<file path="src/rtl/uart_baud_timer_if.sv">
`default_nettype none
// ============================================================================
//  Module      : uart_baud_timer_if
//  Description : Control/status bundle between UART control FSMs and the
//                bit-time generator.
//  Revision    : 1.0  initial release
// ============================================================================
interface uart_baud_timer_if #(
    parameter int CNT_W  = 19,
    parameter int BITS_W = 4
);
    logic [CNT_W-1:0]  k;
    logic [BITS_W-1:0] nbits;
    logic              half_first;
    logic              start;
    logic              stop;
    logic              btu;
    logic [BITS_W-1:0] bit_idx;
    logic              busy;
    logic              done;

    modport master (
        output k, nbits, half_first, start, stop,
        input  btu, bit_idx, busy, done
    );

    modport slave (
        input  k, nbits, half_first, start, stop,
        output btu, bit_idx, busy, done
    );
endinterface
`default_nettype wire

</file>
<file path="src/rtl/uart_baud_timer.sv">
`default_nettype none
// ============================================================================
//  Module      : uart_baud_timer
//  Description : Latched-divisor bit-time generator; emits nbits one-cycle
//                btu strobes k+1 clocks apart, optional half-bit first tick.
//  Revision    : 1.0  initial release
// ============================================================================
module uart_baud_timer #(
    parameter int CNT_W  = 19,
    parameter int BITS_W = 4
) (
    input  logic                clk,
    input  logic                rst,
    uart_baud_timer_if.slave    bus
);

    typedef enum logic [1:0] {
        ST_IDLE = 2'd0,
        ST_HALF = 2'd1,
        ST_FULL = 2'd2
    } state_t;

    state_t             r_state;
    state_t             w_state_nxt;
    logic [CNT_W-1:0]   r_cnt;
    logic [CNT_W-1:0]   w_cnt_nxt;
    logic [CNT_W-1:0]   r_k;
    logic [CNT_W-1:0]   w_k_nxt;
    logic [CNT_W-1:0]   w_target;
    logic [BITS_W-1:0]  r_n;
    logic [BITS_W-1:0]  w_n_nxt;
    logic [BITS_W-1:0]  r_bit_idx;
    logic [BITS_W-1:0]  w_bit_idx_nxt;
    logic [BITS_W-1:0]  w_idx_inc;
    logic               r_done;
    logic               w_done_nxt;
    logic               w_btu;

    // Half-bit interval only applies to the very first tick of a sequence.
    assign w_target  = (r_state == ST_HALF) ? (r_k >> 1) : r_k;
    assign w_btu     = (r_state != ST_IDLE) && (r_cnt == w_target) && !bus.stop;
    assign w_idx_inc = r_bit_idx + BITS_W'(1);

    always_ff @(posedge clk or posedge rst) begin
        if (rst) begin
            r_state   <= ST_IDLE;
            r_cnt     <= '0;
            r_k       <= '0;
            r_n       <= '0;
            r_bit_idx <= '0;
            r_done    <= 1'b0;
        end else begin
            r_state   <= w_state_nxt;
            r_cnt     <= w_cnt_nxt;
            r_k       <= w_k_nxt;
            r_n       <= w_n_nxt;
            r_bit_idx <= w_bit_idx_nxt;
            r_done    <= w_done_nxt;
        end
    end

    always_comb begin
        w_state_nxt   = r_state;
        w_cnt_nxt     = r_cnt;
        w_k_nxt       = r_k;
        w_n_nxt       = r_n;
        w_bit_idx_nxt = r_bit_idx;
        w_done_nxt    = 1'b0;

        if (r_state == ST_IDLE) begin
            w_cnt_nxt = '0;
            if (bus.start && !bus.stop) begin
                w_k_nxt       = bus.k;
                w_n_nxt       = bus.nbits;
                w_bit_idx_nxt = '0;
                // A zero-length request completes immediately without ticking.
                if (bus.nbits == '0) begin
                    w_done_nxt = 1'b1;
                end else begin
                    w_state_nxt = bus.half_first ? ST_HALF : ST_FULL;
                end
            end
        end else if (bus.stop) begin
            w_state_nxt = ST_IDLE;
            w_cnt_nxt   = '0;
        end else if (w_btu) begin
            w_cnt_nxt     = '0;
            w_bit_idx_nxt = w_idx_inc;
            if (w_idx_inc == r_n) begin
                w_state_nxt = ST_IDLE;
                w_done_nxt  = 1'b1;
            end else begin
                w_state_nxt = ST_FULL;
            end
        end else begin
            // cnt stops at target, so k = all-ones never wraps.
            w_cnt_nxt = r_cnt + CNT_W'(1);
        end
    end

    assign bus.btu     = w_btu;
    assign bus.busy    = (r_state != ST_IDLE);
    assign bus.done    = r_done;
    assign bus.bit_idx = r_bit_idx;

endmodule
`default_nettype wire

</file>
<file path="src/flat_wrapper.sv">
// flat-port wrapper written by rule: the top's interface ports become plain ports
module uart_baud_timer_flat 
#(
    parameter int CNT_W  = 19,
    parameter int BITS_W = 4
)
  (clk, rst, bus_k, bus_nbits, bus_half_first, bus_start, bus_stop, bus_btu, bus_bit_idx, bus_busy, bus_done);
  uart_baud_timer_if #(.CNT_W(CNT_W), .BITS_W(BITS_W)) bus_i ();
  input  logic clk;
  input  logic rst;
  input wire logic [$bits(bus_i.k)-1:0] bus_k;
  input wire logic [$bits(bus_i.nbits)-1:0] bus_nbits;
  input wire logic [$bits(bus_i.half_first)-1:0] bus_half_first;
  input wire logic [$bits(bus_i.start)-1:0] bus_start;
  input wire logic [$bits(bus_i.stop)-1:0] bus_stop;
  output wire logic [$bits(bus_i.btu)-1:0] bus_btu;
  output wire logic [$bits(bus_i.bit_idx)-1:0] bus_bit_idx;
  output wire logic [$bits(bus_i.busy)-1:0] bus_busy;
  output wire logic [$bits(bus_i.done)-1:0] bus_done;
  assign bus_i.k = bus_k;
  assign bus_i.nbits = bus_nbits;
  assign bus_i.half_first = bus_half_first;
  assign bus_i.start = bus_start;
  assign bus_i.stop = bus_stop;
  assign bus_btu = bus_i.btu;
  assign bus_bit_idx = bus_i.bit_idx;
  assign bus_busy = bus_i.busy;
  assign bus_done = bus_i.done;
  uart_baud_timer #(.CNT_W(CNT_W), .BITS_W(BITS_W)) u_core (.clk(clk), .rst(rst), .bus(bus_i));
endmodule
</file>
<file path="config.mk">
export PLATFORM = sky130hd
export DESIGN_NAME = uart_baud_timer_flat
export DESIGN_NICKNAME = d
export VERILOG_FILES = /design/src/rtl/uart_baud_timer_if.sv /design/src/rtl/uart_baud_timer.sv /design/src/flat_wrapper.sv
export SDC_FILE = /design/constraint.sdc
export NUM_CORES = 1
export LEC_CHECK = 0
export CAP_MARGIN = 20
export CELL_PAD_IN_SITES_DETAIL_PLACEMENT = 1
export CELL_PAD_IN_SITES_GLOBAL_PLACEMENT = 2
export CORE_AREA = 4 4 99 101
export CTS_BUF_LIST = sky130_fd_sc_hd__clkbuf_8
export CTS_CLUSTER_SIZE = 28
export DETAILED_ROUTE_END_ITERATION = 8
export DIE_AREA = 0 0 103 105
export PLACE_DENSITY = 0.88
export SYNTH_ARGS = -nofsm -noshare
export SYNTH_HDL_FRONTEND = slang
export SYNTH_SLANG_ARGS = --single-unit
</file>
<file path="constraint.sdc">
create_clock -name clk -period 2.6 [get_ports clk]
set_input_delay 0.52 -clock clk [delete_from_list [all_inputs] [get_ports clk]]
set_output_delay 0.52 -clock clk [all_outputs]
set_load 0.01 [all_outputs]
</file>
==> impl_metrics.tcl <==
set metrics [dict create \
    area_growth_pct 44.15 \
    async_flop_share_pct 100.0 \
    antenna_found_initial 0 \
    setup_slack_ns -0.5183 \
    hp-class "flop to flop" \
    netlist_instances 302 \
    fin_worst_skew_ns 0.01595 \
    slew_headroom_pct 59.42 \
    outcome "finished, violations left" \
    drv_cap 0 \
    track_usage_pct 18.36 \
    design_area_um2 4179 \
    critPathMaxFanout 8 \
    worstPathCellList "nor2b_4 -> buf_6 -> buf_6 -> a2bb2oi_2 -> or4_4 -> or4_4 -> inv_2 -> buf_6" \
    cts_root_buf "clkbuf_8" \
    synth-seq-area-share_pct 42.30 \
    grt_pass1_vias 3053 \
    max_freq_mhz 320.7 \
    final_antenna_net_count 0 \
    clkSinkCount 49 \
    die_area_um2 10820 \
    holdBufCountCts 0 \
    start_util_pct 32.14 \
    fp-row-count 35 \
    htreeDepth 2 \
    slew_viol_final 0 \
    post-route-drc-count 0 \
    synth_edf_count 0 \
    synth.distinct_cells 46 \
    grt.overflow.total 0 \
    clk_path_buf_depth 2 \
    synth_flop_cell "dfrtp_1" \
    routedWlPerCell_um 19.03 \
    dp_hpwl_um 6785 \
    vias_per_cell 5.397 \
    drive_gt1_share_pct 32.66 \
    cpPeakStageDelay_ns 0.55 \
    worst_setup_path_end_kind "primary output" \
    clk_pin_slew_ns 0.10 \
    gp_congestion 0.8441 \
    synth_top_area_cell "dfrtp_1" \
    ios 35 \
    timing.final.crit_share_pct 119.9 \
    synthTopCellsByCount "dfrtp_1 (49), nor3_1 (21), xor2_1 (21)" \
    syn_nets 332 \
    synth_area_leaders "dfrtp_1 (42%), xor2_1 (6.3%), mux2_2 (5.8%)" \
    worst_path_max_delay_cell "or4_4" \
    wl_um 9630 \
    core-area_um2 9021 \
    violations "negative setup slack" \
    grt_pass1_wl_um 15640 \
    numCtsBuffers 5 \
    period_minus_slack_ns 3.118 \
    cts_tree "built" \
    setup_viol 6 \
    crit_top_cell "buf_6" \
    die_w_um 103 \
    rrSetupSlack_ns -0.12 \
    netlist_area_um2 2899 \
    ir_drop_mv 0.2980 \
    ys_ff_latch 49 \
    clkLatencyLatePin_ns 0.31 \
    ys_warn_count 0 \
    vias 2731 \
    dp.cells 488 \
    critPathLaunchType "flop" \
    yosys.area.top_type_share_pct 42.30 \
    fp.dieH_um 105 \
    path_class "flop to primary output" \
    diodes 0 \
    p_leak_nw 1.739 \
    grt_max_degree 26 \
    finalNonFillerCells 506 \
    tightestPinTransition_ns 0.6078 \
    avgSynthCellArea_um2 9.599 \
    pre_cts_ws_ns -0.9565 \
    nNetsFinal 424 \
    cp.arrival_ns 2.60 \
    firstDrtPassIters 4 \
    first_iter_violations 114 \
    hold_violations 0 \
    crit_required_ns 2.08 \
    powerDensity_nw_per_um2 551.2 \
    place_area_um2 3787 \
    io_buffers 34 \
    grt_setup_unrepaired "true" \
    synthMostInstantiatedCell "dfrtp_1" \
]
-- worst paths after layout --
check | end | depth (start not counted) | startpoint
min in group asynchronous | u_core.r_cnt[0] | 2 | rst
worst max register to register | u_core.bus.bit_idx[3] | 9 | u_core.r_state[1]
max in group asynchronous | u_core.r_k[16] | 3 | rst
worst min register to register | u_core.r_n[0] | 1 | u_core.r_n[0]
worst min-delay path | u_core.r_n[0] | 1 | u_core.r_n[0]
worst max-delay path | bus_btu | 8 | u_core.r_state[1]
-- state kept, by name, summed over array words and instances, names as in the netlist --
name                count
u_core.bus.bit_idx      4
u_core.r_cnt           19
u_core.bus.done         1
u_core.r_state          2
u_core.r_n              4
u_core.r_k             19
-- kinds of logic after synthesis --
family	after synthesis	synth area share, %
flops	49	42.30
fa+ha+maj	2	0.8630
xor+xnor	39	11.78
compound gates	47	12.04
buf+inv	40	5.783
simple gates	108	20.72
mux	17	6.517
-- where the power goes --
group          switching (mW)  internal, mW
registers               0.129         0.862
clock network           0.274         0.187
logic                   0.383         0.468
-- area by class of cell --
| cell class | instances | area (um^2) |
|---|---|---|
| clock buffer | 5 | 68.82 |
| fill | 1040 | 4842 |
| clock inverter | 3 | 18.77 |
| sequential | 49 | 1226 |
| timing repair buffer | 105 | 915.9 |
| inverter | 20 | 75.07 |
| multi-input combinational | 213 | 1735 |
| tap | 111 | 138.9 |
-- layout by cell type (no fill, tap or decap), types with 3 or more instances in the layout --
| master | synthesis | final |
|---|---|---|
| mux2_2 | 15 | 15 |
| a221oi_2 | 1 | 4 |
| xnor2_1 | 18 | 17 |
| a21oi_1 | 4 | 3 |
| o21ai_0 | 15 | 14 |
| nand3_1 | 10 | 10 |
| nand3b_1 | 4 | 4 |
| or4_4 | 1 | 4 |
| nor2b_1 | 9 | 9 |
| nor2_1 | 10 | 9 |
| nand2b_1 | 8 | 7 |
| buf_6 | 1 | 9 |
| nand4_1 | 6 | 6 |
| buf_4 | 1 | 62 |
| nand2_1 | 19 | 19 |
| clkdlybuf4s50_1 | 0 | 32 |
| and4_1 | 3 | 3 |
| clkbuf_8 | 0 | 5 |
| xor2_1 | 21 | 20 |
| inv_1 | 20 | 19 |
| nor3_1 | 21 | 21 |
| dfrtp_1 | 49 | 49 |
-- metal layers --
metal / vias to the layer above / routed length, um / GRT usage [%]
li1: 1258 / - / -
met1: 1386 / 4124 / 23.08
met2: 60 / 4886 / 31.62
met3: 27 / 319 / 2.403
met4: 0 / 299 / 6.568
met5: - / 0 / 0
-- critical path, delay by kind of cell, from the launching register on --
family                 cells  cell delay, ns
buffers and inverters      4            0.46
AO/OA/AOI/OAI              1            0.06
AND/OR/NAND/NOR            3            1.32
flip-flops                 1            0.44
-- through the flow --
stage,power [mW],hold WS [ns],setup TNS (ns),util [%]
2_1_floorplan,1.344,0.5011,-0.06915,-
3_3_place_gp,1.645,0.5166,-9.752,41.98
3_5_place_dp,1.674,0.5196,-10.65,41.98
4_1_cts,2.242,0.5435,-0.7080,45.03
5_1_grt,2.423,0.5554,-1.952,46.32
6_report,2.303,0.5490,-0.8005,46.32
-- repair_timing --
| item | CTS | global route |
|---|---|---|
| resized for setup | 30 | 16 |
| pin swaps | 7 | 9 |
| buffers inserted | 7 | 3 |
| setup endpoints to repair | 26 | 26 |
Note: power is estimated with default switching activity, not from simulation.
